--- config.mk ---
export PLATFORM = sky130hd
export DESIGN_NAME = p09_background_engine_flat
export DESIGN_NICKNAME = d
export VERILOG_FILES = /design/src/rtl/p09_background_engine_if.sv /design/src/rtl/p09_background_engine.sv /design/src/flat_wrapper.sv
export SDC_FILE = /design/constraint.sdc
export NUM_CORES = 1
export LEC_CHECK = 0
export CORE_ASPECT_RATIO = 0.7
export CORE_MARGIN = 4
export CORE_UTILIZATION = 35
export CTS_CLUSTER_DIAMETER = 50
export DETAILED_ROUTE_END_ITERATION = 16
export GPL_ROUTABILITY_DRIVEN = 0
export GPL_TIMING_DRIVEN = 0
export PLACE_DENSITY = 0.65
export RECOVER_POWER = 25
export SYNTH_ARGS = -nofsm -noshare
export SYNTH_HDL_FRONTEND = slang
export SYNTH_SLANG_ARGS = --single-unit
--- constraint.sdc ---
create_clock -name clk -period 3.85 [get_ports clk]
set_input_delay 0.9625 -clock clk [delete_from_list [all_inputs] [get_ports clk]]
set_output_delay 0.9625 -clock clk [all_outputs]
set_load 0.01 [all_outputs]
--- src/rtl/p09_background_engine_if.sv ---
// Pixel, frame-control and palette-write signals between the timing/control side
// (master) and the background engine (slave).
interface p09_background_engine_if #(
  parameter int HTOTAL     = 800,
  parameter int VTOTAL     = 525,
  parameter int COLOR_W    = 6,
  parameter int NUM_COLORS = 4,
  parameter int TIME_W     = 8
);
  localparam int HW    = $clog2(HTOTAL) + 1;
  localparam int VW    = $clog2(VTOTAL) + 1;
  localparam int IDX_W = $clog2(NUM_COLORS);

  // pix_valid_in qualifies counter_h/counter_v in the same cycle; there is no ready:
  // the engine accepts one pixel every clock and never stalls.
  logic                      frame_tick;
  logic                      pause;
  logic [1:0]                mode_req;
  logic [2:0]                speed_req;
  logic                      pal_we;
  logic [IDX_W-1:0]          pal_addr;
  logic [COLOR_W-1:0]        pal_data;
  logic                      pix_valid_in;
  logic signed [HW-1:0]      counter_h;
  logic signed [VW-1:0]      counter_v;
  logic [TIME_W-1:0]         cur_time;
  logic                      pix_valid_out;
  logic [COLOR_W-1:0]        color_out;

  modport master (
    output frame_tick, pause, mode_req, speed_req, pal_we, pal_addr, pal_data,
           pix_valid_in, counter_h, counter_v,
    input  cur_time, pix_valid_out, color_out
  );

  modport slave (
    input  frame_tick, pause, mode_req, speed_req, pal_we, pal_addr, pal_data,
           pix_valid_in, counter_h, counter_v,
    output cur_time, pix_valid_out, color_out
  );
endinterface

--- src/rtl/p09_background_engine.sv ---
// Background colour engine: frame-latched mode/speed, animation counter, writable
// palette and a two-stage pixel pipeline (compute index, then palette lookup).
module p09_background_engine #(
  parameter int HTOTAL       = 800,
  parameter int VTOTAL       = 525,
  parameter int COLOR_W      = 6,
  parameter int NUM_COLORS   = 4,
  parameter int TIME_W       = 8,
  parameter int STRIPE_SHIFT = 6
) (
  input  logic                   clk,
  input  logic                   reset,
  p09_background_engine_if.slave bus
);
  localparam int HW     = $clog2(HTOTAL) + 1;
  localparam int VW     = $clog2(VTOTAL) + 1;
  localparam int IDX_W  = $clog2(NUM_COLORS);
  localparam int MAX_HV = (HW > VW) ? HW : VW;
  localparam int SUM_W  = ((MAX_HV > TIME_W) ? MAX_HV : TIME_W) + 1;

  localparam logic [1:0] MODE_SOLID   = 2'd0;
  localparam logic [1:0] MODE_XOR     = 2'd1;
  localparam logic [1:0] MODE_DIAG    = 2'd2;
  localparam logic [1:0] MODE_HSTRIPE = 2'd3;

  logic [TIME_W-1:0]  time_q;
  logic [1:0]         mode_q;
  logic [2:0]         speed_q;
  logic [COLOR_W-1:0] palette_q [NUM_COLORS];

  logic               s1_valid_q;
  logic [1:0]         s1_mode_q;
  logic [IDX_W-1:0]   s1_idx_q, s1_idx_d;
  logic [COLOR_W-1:0] s1_col_q, s1_col_d;
  logic               valid_q;
  logic [COLOR_W-1:0] color_q, color_d;

  // Mode and speed only move on frame_tick so a frame is never drawn with mixed settings.
  always_ff @(posedge clk or posedge reset) begin
    if (reset) begin
      time_q  <= '0;
      mode_q  <= MODE_SOLID;
      speed_q <= 3'd1;
    end else if (bus.frame_tick) begin
      mode_q  <= bus.mode_req;
      speed_q <= bus.speed_req;
      if (!bus.pause) time_q <= time_q + TIME_W'(speed_q);
    end
  end

  always_ff @(posedge clk or posedge reset) begin
    if (reset) begin
      for (int i = 0; i < NUM_COLORS; i++) palette_q[i] <= COLOR_W'(i);
    end else if (bus.pal_we) begin
      palette_q[bus.pal_addr] <= bus.pal_data;
    end
  end

  // Sums are done at SUM_W so negative counters wrap like plain two's complement.
  logic [SUM_W-1:0] h_ext, v_ext, t_ext, diag_sum, hs_sum, diag_shr, hs_shr;
  logic [5:0]       xor_sum;

  always_comb begin
    h_ext    = {{(SUM_W-HW){bus.counter_h[HW-1]}}, bus.counter_h};
    v_ext    = {{(SUM_W-VW){bus.counter_v[VW-1]}}, bus.counter_v};
    t_ext    = {{(SUM_W-TIME_W){1'b0}}, time_q};
    diag_sum = h_ext + v_ext + t_ext;
    hs_sum   = v_ext + t_ext;
    diag_shr = diag_sum >> STRIPE_SHIFT;
    hs_shr   = hs_sum >> (STRIPE_SHIFT - 1);
    xor_sum  = (bus.counter_h[7:2] ^ bus.counter_v[7:2]) + time_q[7:2];
    s1_col_d = COLOR_W'(xor_sum);
    s1_idx_d = '0;
    case (mode_q)
      MODE_DIAG:    s1_idx_d = diag_shr[IDX_W-1:0];
      MODE_HSTRIPE: s1_idx_d = hs_shr[IDX_W-1:0];
      default:      s1_idx_d = '0;
    endcase
  end

  always_comb begin
    color_d = '0;
    if (s1_valid_q) color_d = (s1_mode_q == MODE_XOR) ? s1_col_q : palette_q[s1_idx_q];
  end

  always_ff @(posedge clk or posedge reset) begin
    if (reset) begin
      s1_valid_q <= 1'b0;
      s1_mode_q  <= MODE_SOLID;
      s1_idx_q   <= '0;
      s1_col_q   <= '0;
      valid_q    <= 1'b0;
      color_q    <= '0;
    end else begin
      s1_valid_q <= bus.pix_valid_in;
      s1_mode_q  <= mode_q;
      s1_idx_q   <= s1_idx_d;
      s1_col_q   <= s1_col_d;
      valid_q    <= s1_valid_q;
      color_q    <= color_d;
    end
  end

  assign bus.cur_time      = time_q;
  assign bus.pix_valid_out = valid_q;
  assign bus.color_out     = color_q;
endmodule

--- src/flat_wrapper.sv ---
// flat-port wrapper written by rule: the top's interface ports become plain ports
module p09_background_engine_flat 
#(
  parameter int HTOTAL       = 800,
  parameter int VTOTAL       = 525,
  parameter int COLOR_W      = 6,
  parameter int NUM_COLORS   = 4,
  parameter int TIME_W       = 8,
  parameter int STRIPE_SHIFT = 6
)
  (clk, reset, bus_frame_tick, bus_pause, bus_mode_req, bus_speed_req, bus_pal_we, bus_pal_addr, bus_pal_data, bus_pix_valid_in, bus_counter_h, bus_counter_v, bus_cur_time, bus_pix_valid_out, bus_color_out);
  p09_background_engine_if #(.HTOTAL(HTOTAL), .VTOTAL(VTOTAL), .COLOR_W(COLOR_W), .NUM_COLORS(NUM_COLORS), .TIME_W(TIME_W)) bus_i ();
  input  logic clk;
  input  logic reset;
  input wire logic [$bits(bus_i.frame_tick)-1:0] bus_frame_tick;
  input wire logic [$bits(bus_i.pause)-1:0] bus_pause;
  input wire logic [$bits(bus_i.mode_req)-1:0] bus_mode_req;
  input wire logic [$bits(bus_i.speed_req)-1:0] bus_speed_req;
  input wire logic [$bits(bus_i.pal_we)-1:0] bus_pal_we;
  input wire logic [$bits(bus_i.pal_addr)-1:0] bus_pal_addr;
  input wire logic [$bits(bus_i.pal_data)-1:0] bus_pal_data;
  input wire logic [$bits(bus_i.pix_valid_in)-1:0] bus_pix_valid_in;
  input wire logic [$bits(bus_i.counter_h)-1:0] bus_counter_h;
  input wire logic [$bits(bus_i.counter_v)-1:0] bus_counter_v;
  output wire logic [$bits(bus_i.cur_time)-1:0] bus_cur_time;
  output wire logic [$bits(bus_i.pix_valid_out)-1:0] bus_pix_valid_out;
  output wire logic [$bits(bus_i.color_out)-1:0] bus_color_out;
  assign bus_i.frame_tick = bus_frame_tick;
  assign bus_i.pause = bus_pause;
  assign bus_i.mode_req = bus_mode_req;
  assign bus_i.speed_req = bus_speed_req;
  assign bus_i.pal_we = bus_pal_we;
  assign bus_i.pal_addr = bus_pal_addr;
  assign bus_i.pal_data = bus_pal_data;
  assign bus_i.pix_valid_in = bus_pix_valid_in;
  assign bus_i.counter_h = bus_counter_h;
  assign bus_i.counter_v = bus_counter_v;
  assign bus_cur_time = bus_i.cur_time;
  assign bus_pix_valid_out = bus_i.pix_valid_out;
  assign bus_color_out = bus_i.color_out;
  p09_background_engine #(.HTOTAL(HTOTAL), .VTOTAL(VTOTAL), .COLOR_W(COLOR_W), .NUM_COLORS(NUM_COLORS), .TIME_W(TIME_W), .STRIPE_SHIFT(STRIPE_SHIFT)) u_core (.clk(clk), .reset(reset), .bus(bus_i));
endmodule
# After elaboration in Yosys (flattened, before gate mapping)
# Index checks and enable logic that the tools add are counted.
# totals
regBits	55
input_bits	41
output_inout_bits	15
wordCells	39
# op_classes
addsub	5
order_cmp	3
n_eq_ne	3
n_mux	9
bitwise	4
reduce_logical	2
# ops
op	count
6-bit two-way mux	5
24-bit bitwise mux	1
8-bit adder	2
6-bit binary-select mux with 2-bit select	1
6-bit demux with 2-bit select	1
8-bit by 3-bit adder with 8-bit output	1
7-bit adder	1
6-bit adder	1
3-bit greater-or-equal comparator, second input constant	2
2-bit inverter with 3-bit output	2
6-bit XOR	1
2-bit equality test, second input constant	2
2-bit one-hot mux with 2 select lines	1
3-bit by 1-bit less-than comparator with 1-bit output, second input constant	1
2-bit by 1-bit equality test with 1-bit output, second input constant	1
2-bit AND reduction	1
1-bit logical AND	1
1-bit inverter	1

# Logic depth before layout (Yosys ltp)
# Gate-level depths: netlist of run 1.
# depth
depth_word	6
mapped_depth	8
ltp_nobuf	8

# Worst setup path before layout of run 1
# Ideal clock, no wire load.
# synth_path
path_type	input to register
from	input bus_counter_v[6]
to	register u_core.s1_idx_q[1]
setup_time_ns	0.120
t_arrival_ns	2.611
required_ns	3.730
slack_ns	1.119
cell_stages	7
path_cell_list	fa_1 ha_1 nand3_1 nor4_1 a211oi_2 xnor2_1 o211a_1
# synth_via
elab_chain_cells	3
elab_cells_between_ends	4
# synth_lines
item	line	text
from (decl)	flat_wrapper.sv:24	input wire logic [$bits(bus_i.counter_v)-1:0] bus_counter_v;
8-bit adder (2 in a row)	p09_background_engine.sv:67	diag_sum = h_ext + v_ext + t_ext;
2-bit one-hot mux with 2 select lines *	p09_background_engine.sv:74	case (mode_q)
net u_core.s1_idx_d[1]	p09_background_engine.sv:33	logic [IDX_W-1:0] s1_idx_q, s1_idx_d;
to (signal assigned)	p09_background_engine.sv:97	s1_idx_q <= s1_idx_d;
to (decl)	p09_background_engine.sv:33	
# Mark *: on every way through the listed nets, which the timed path passes. The rest lies on a longest branch.
# A chain may end at the register's enable or synchronous reset.

# Worst setup path after layout of run 1
# Same ends and word-level chain as after synthesis.

==> metrics.yaml, run 1 <==
drc: 0
power_mw: 2.31
critPathTopFamily: "adder cells"
viasPerCell: 4.90
drive_above_1_share: 0.194
synth_seq_cells: 55
numCtsBuffers: 5
start_util: 0.369
slew_headroom: 0.604
chipWidth_microns: 118
clockBufferDepth: 2
yosysTopAreaCellShare: 0.422
area_growth_syn_to_layout_pct: 26.3
wl_per_cell_microns: 14.7
use_met1: 0.162
rows: 27
grt_pass1_wl_microns: 9470
p_leak_nw: 1.61
start_kind: "input port"
synth_area_sq_um: 2960
tns_ns: 0
busiest_layer: "met2"
antenna_found_initial: 0
dp_hpwl_microns: 4490
required_ns: 4.02
fin_util: 0.465
synth_top_area_cell: "dfrtp_1"
grt_usage: 0.119
ant_nets: 0
grt_setup_unrepaired: "no"
final_area_sq_um: 3740
finalCriticalPeriod_ns: 3.18
grt_pass1_vias: 1960
drt_wl_total_microns: 5600
fin_ws_ns: 0.673
portBuffers: 48
finalSetupViolations: 0
avgSynthCellArea_sq_um: 13.3
met2_usage: 0.187
die_h_microns: 85.0
hold_slack_ns: 0.488
cap_violations: 0
dr.pass1.iters: 6
seq_area_frac_synth: 0.467
antenna_cells: 0
irDropWorstVdd_v: 0.000219
postCtsHoldBufs: 0
post-route-period-util: 0.825
numClockSinks: 55
core_sq_um: 8040
crit_type: "input port to flip-flop"
grt_remaining_overflow: 0
synth_cell_type_count: 36
fin_nets: 351
slew_viol_final: 0
cp_max_fo: 4
finalClockSkew_ns: 0.0117
ys.warnings.count: 0
hp-class: "flip-flop to flip-flop"
path_cells: "clkdlybuf4s50_1 -> fa_1 -> ha_1 -> nand3_1 -> nor4_1 -> a211oi_2 -> xnor2_1 -> o211a_1"
placed_area_sq_um: 3590
ys_top_cells_by_area: "dfrtp_1 (42%), mux2_2 (11%), ha_1 (9.7%)"
synth_cells: 222
cts_resized: 0
post_cts_buffers: 0
insertion_delay_ns: 0.29
htreeDepth: 2
cts_tree: "done"
grt_start_max_net_pins: 43
place_inst: 372
vias: 1862
num_io_pins: 56
crit_path_end_kind: "flip-flop"
die_area_sq_um: 10000
finalHoldViolations: 0
path_clk_slew_ns: 0.07
place_ws_ns: 0.350
arrival_ns: 3.35
grtUsageMet3: 0.0346
fmax_ghz: 0.315
crit_path_top_delay_cell: "clkdlybuf4s50_1"
p_per_area_nw_per_um2: 618
synth_nets: 295
max_stage_delay_ns: 0.57
drt_iter0_drc: 77
path_buf_inv: 1
layout.cells.non_filler: 380
cts-root-buf: "clkbuf_16"
status: "finished, final reports clean"
worst_slew_pin_slew_ns: 0.593
==> cell families (layout without fill, tap and decap cells) <==
group / count (synthesis) / in the layout / share of synthesized area
AOI/OAI and AO/OA: 23 / 23 / 0.0532
buffers and inverters: 15 / 72 / 0.0198
and+or+nand+nor: 40 / 40 / 0.0790
adders and majority gates: 32 / 32 / 0.158
DFF: 55 / 55 / 0.467
xor gates and xnor gates: 16 / 16 / 0.0473
muxes: 41 / 41 / 0.176
==> metal layers <==
metal	up-vias	wire, microns
li1	899	-
met5	-	0
met4	0	53
met3	7	215
met1	924	2860
met2	32	2470
==> worst paths after layout <==
| check | cells past startpoint | slack [ns] | endpoint | start |
|---|---|---|---|---|
| hold / removal | 0 | 0.49 | u_core.bus.pix_valid_out$_DFF_PP0_ | u_core.s1_valid_q$_DFF_PP0_ |
| hold reg to reg | 0 | 0.49 | u_core.bus.pix_valid_out$_DFF_PP0_ | u_core.s1_valid_q$_DFF_PP0_ |
| min in group asynchronous | 2 | 1.17 | u_core.bus.cur_time[7]$_DFFE_PP0P_ | reset |
| setup / recovery | 8 | 0.67 | u_core.s1_idx_q[1]$_DFF_PP0_ | bus_counter_v[6] |
| setup reg to reg | 7 | 1.38 | u_core.s1_idx_q[1]$_DFF_PP0_ | u_core.bus.cur_time[5]$_DFFE_PP0P_ |
| max in group asynchronous | 3 | 2.01 | u_core.palette_q[1]$_DFFE_PP1P_ | reset |
==> registers in the layout, indices dropped and copies added (netlist names), 2 cells and up <==
name                  flops
u_core.s1_idx_q           2
u_core.bus.color_out      6
u_core.mode_q             2
u_core.s1_col_q           6
u_core.s1_mode_q          2
u_core.speed_q            3
u_core.bus.cur_time       8
u_core.palette_q         24
==> layout make-up <==
class	instances	area [sq um]
fill	742	4300
multi-input combinational	152	1520
sequential	55	1380
timing repair buffer	49	500
tap	101	126
clock buffer	5	125
inverter	11	41.3
clock inverter	3	27.5
buffer	4	16.3
==> cells in the mapped netlist <==
library cell	count
a31oi_1	1
o21ai_0	5
xnor2_1	13
nand3_1	4
mux4_2	6
o21bai_1	1
fa_1	9
nand2_1	8
clkbuf_2	1
nand2b_1	2
nor3_1	2
nand4b_1	3
xor2_1	3
nor3b_2	1
clkbuf_1	2
inv_1	11
a211oi_2	2
o211a_1	1
mux2i_1	6
ha_1	23
a21oi_1	7
nor2b_1	7
a21o_1	2
a21boi_0	1
o31ai_1	1
a2111o_1	1
mux2_2	29
nor4_1	2
a21boi_1	1
buf_2	1
nor2_1	5
nor4_2	1
dfrtp_1	50
dfstp_2	5
nand3b_1	3
nand4_1	2
==> cells in the final DEF, fill, tap and decap left out, types with 6 or more instances in the layout <==
master           synthesis  layout
nand2_1                  8       8
mux4_2                   6       6
mux2_2                  29      29
a21oi_1                  7       7
mux2i_1                  6       6
xnor2_1                 13      13
nor2b_1                  7       7
inv_1                   11      11
clkdlybuf4s50_1          0      41
dfrtp_1                 50      50
dlygate4sd3_1            0       7
fa_1                     9       9
ha_1                    23      23
==> power breakdown <==
part	switching, mW	internal [mW]
clock	0.208	0.247
sequential	0.142	0.743
combinational	0.437	0.534
total	0.788	1.52
(Power assumes the default switching activity.)
==> run 2: changes to the inputs <==
--- a/config.mk
+++ b/config.mk
@@ -12,7 +12,7 @@
 export DETAILED_ROUTE_END_ITERATION = 16
 export GPL_ROUTABILITY_DRIVEN = 0
 export GPL_TIMING_DRIVEN = 0
-export PLACE_DENSITY = 0.65
+export PLACE_DENSITY = 0.68
 export RECOVER_POWER = 25
 export SYNTH_ARGS = -nofsm -noshare
 export SYNTH_HDL_FRONTEND = slang
==> constraint.sdc (replaced) <==
create_clock -name clk -period 2.75 [get_ports clk]
set_input_delay 0.6875 -clock clk [delete_from_list [all_inputs] [get_ports clk]]
set_output_delay 0.6875 -clock clk [all_outputs]
set_load 0.01 [all_outputs]
==> run 2 against run 1 <==
Wire length is 3.2% higher. Die area unchanged. Global-route usage is 0.53 points higher. Final cell count is 0.79% higher. Power rose by 48%. Count of clock-buffer cells in the layout increased by 1. Sequential cell count is the same. Clock power increased by 33%. Critical path depth did not move. First-iteration DRC count increased by 31%. Worst hold slack worse by 0.016 ns. Critical path type unchanged.
==> metrics.yaml, run 2 (synthesized netlist as in run 1, its figures left out) <==
grt_usage: 0.124  # +0.00529
largest_reg_flops: 24  # unchanged
largest_register: "u_core.palette_q"
wl_per_cell_microns: 15.1  # +2.4%
slew_headroom: 0.352  # -0.253
tns_ns: 0  # unchanged
die_area_sq_um: 10000  # unchanged
grt_pass1_wl_microns: 9870  # +4.2%
power_mw: 3.43  # +48%
cp_max_fo: 2  # -2
p_leak_nw: 1.63  # +1.7%
num_io_pins: 56  # unchanged
numClockSinks: 55  # unchanged
timing.rr.end: "u_core.s1_idx_q[0]$_DFF_PP0_"
portBuffers: 48  # unchanged
drc: 0  # unchanged
crit_type: "input port to flip-flop"
grt_pass1_vias: 1969  # +0.46%
drt_iter0_drc: 101  # +31%
numCtsBuffers: 5  # unchanged
viasPerCell: 4.92  # +0.50%
post-route-period-util: 0.966
crit_path_top_delay_cell: "clkdlybuf4s50_1"
max_stage_delay_ns: 0.50  # -0.07 ns
arrival_ns: 2.87  # -0.48 ns
drive_above_1_share: 0.238  # +0.0440
area_growth_syn_to_layout_pct: 29.2
fin_util: 0.476  # +0.0107
worstSetupEndpoint: "u_core.s1_idx_q[0]$_DFF_PP0_"
postCtsHoldBufs: 0  # unchanged
cap_violations: 0  # unchanged
grt_setup_unrepaired: "no"
rrSetupSlack_ns: 0.32  # -1.06 ns
crit_path_start: "bus_counter_h[2]"
layout_commonest_cell: "dfrtp_1"
layout_common_cells: "dfrtp_1 (50), clkdlybuf4s50_1 (34), mux2_2 (29), ha_1 (19), xnor2_1 (13)"
finalClockSkew_ns: 0.00774  # -0.00395 ns
hp-class: "flip-flop to flip-flop"
fmax_ghz: 0.376
p_per_area_nw_per_um2: 896  # +45%
clockBufferDepth: 2  # unchanged
slew_viol_final: 0  # unchanged
finalCriticalPeriod_ns: 2.66
fin_ws_ns: 0.0929  # -0.580 ns
antenna_found_initial: 0  # unchanged
antenna_cells: 0  # unchanged
finalSetupViolations: 0  # unchanged
worst_slew_pin_slew_ns: 0.973  # +0.380 ns
path_cells: "clkdlybuf4s50_1 -> fa_2 -> ha_4 -> a21oi_4 -> nor4_2 -> nor3_1 -> a2111o_1 -> a21boi_1"
layout.cells.non_filler: 383  # +0.79%
ant_nets: 0  # unchanged
rows: 27  # unchanged
fin_nets: 354  # +0.85%
start_util: 0.369  # unchanged
worstRegToRegCells: 7  # unchanged
grt_start_max_net_pins: 43  # unchanged
path_clk_slew_ns: 0.07  # about the same
required_ns: 2.96  # -1.06 ns
place_ws_ns: -0.500  # -0.851 ns
cts_tree: "done"
irDropWorstVdd_v: 0.000310  # +42%
grt_remaining_overflow: 0  # unchanged
dp_hpwl_microns: 4490  # about the same
drt_wl_total_microns: 5780  # +3.2%
start_kind: "input port"
dr.pass1.iters: 4  # -2
vias: 1886  # +1.3%
chipWidth_microns: 118  # unchanged
crit_path_end_kind: "flip-flop"
worstReg2RegStart: "u_core.bus.cur_time[4]$_DFFE_PP0P_"
cts-root-buf: "clkbuf_16"
core_sq_um: 8040  # unchanged
place_inst: 372  # unchanged
die_h_microns: 85.0  # unchanged
htreeDepth: 2  # unchanged
finalHoldViolations: 0  # unchanged
status: "finished, final reports clean"
insertion_delay_ns: 0.29  # about the same
## run 2: changes by cell type in the layout (fill, tap and decap cells not counted), moves of 3 or more
cell	change
fa_1	-4
ha_1	-4
ha_4	+4
buf_4	+3
clkdlybuf4s50_1	-7
fa_2	+4
dlygate4sd2_1	+6
## run 2: cell type report
class	count	area [sq um]
flip-flops and latches	55	1380
repair buffers	52	503
inverters	11	41.3
clock buffers	6	129
fillers	728	4210
clock inverters	2	12.5
well taps	101	126
multi-input cells	152	1620
plain buffers	4	17.5
## run 2: worst min-delay path by stage
stage / from / endpoint / slack, ns / cells after the start
6_report: u_core.s1_valid_q$_DFF_PP0_ / u_core.bus.pix_valid_out$_DFF_PP0_ / 0.47 / 0
5_1_grt: u_core.mode_q[1]$_DFFE_PP0P_ / u_core.s1_mode_q[1]$_DFF_PP0_ / 0.50 / 0
4_1_cts: u_core.mode_q[1]$_DFFE_PP0P_ / u_core.s1_mode_q[1]$_DFF_PP0_ / 0.47 / 0
3_5_place_dp: u_core.mode_q[1]$_DFFE_PP0P_ / u_core.s1_mode_q[1]$_DFF_PP0_ / 0.45 / 0
3_3_place_gp: u_core.s1_valid_q$_DFF_PP0_ / u_core.bus.pix_valid_out$_DFF_PP0_ / 0.44 / 0
2_1_floorplan: u_core.mode_q[1]$_DFFE_PP0P_ / u_core.s1_mode_q[1]$_DFF_PP0_ / 0.38 / 0
## run 2: per-stage QoR
step / instance area (sq um) / hold slack, ns
6_report: 3830 / 0.472
3_5_place_dp: 3590 / 0.447
2_1_floorplan: 2960 / 0.385
3_3_place_gp: 3570 / 0.445
5_1_grt: 3830 / 0.504
4_1_cts: 3790 / 0.470
## run 2: what timing repair did
item / in CTS / in global routing
pin swaps: 6 / 2
buffers inserted: 3 / 0
setup endpoints to repair: 2 / 2
gates resized for setup: 13 / 7
gates cloned: 0 / 0
## run 2: critical path: cells and delay by family
| family | cells | cell delay, ns |
|---|---|---|
| AO/OA/AOI/OAI | 3 | 0.59 |
| adder cells (fa/ha/maj) | 2 | 0.78 |
| buffers and inverters | 1 | 0.50 |
| AND/OR/NAND/NOR | 2 | 0.30 |
## run 2: routing by layer
metal | wire length (microns) | global-route usage | up-vias | share of wire
met3 | 347 | 0.0426 | 7 | 0.060
met5 | 0 | 0 | - | 0
met4 | 48 | 0.0255 | 0 | 0.0083
met2 | 2580 | 0.188 | 44 | 0.45
met1 | 2800 | 0.173 | 932 | 0.48
li1 | - | - | 903 | -
## run 2: power breakdown
part | leakage [nW] | switching, mW | internal [mW]
combinational | 0.912 | 0.705 | 0.870
sequential | 0.656 | 0.208 | 1.04
clock | 0.0669 | 0.271 | 0.336
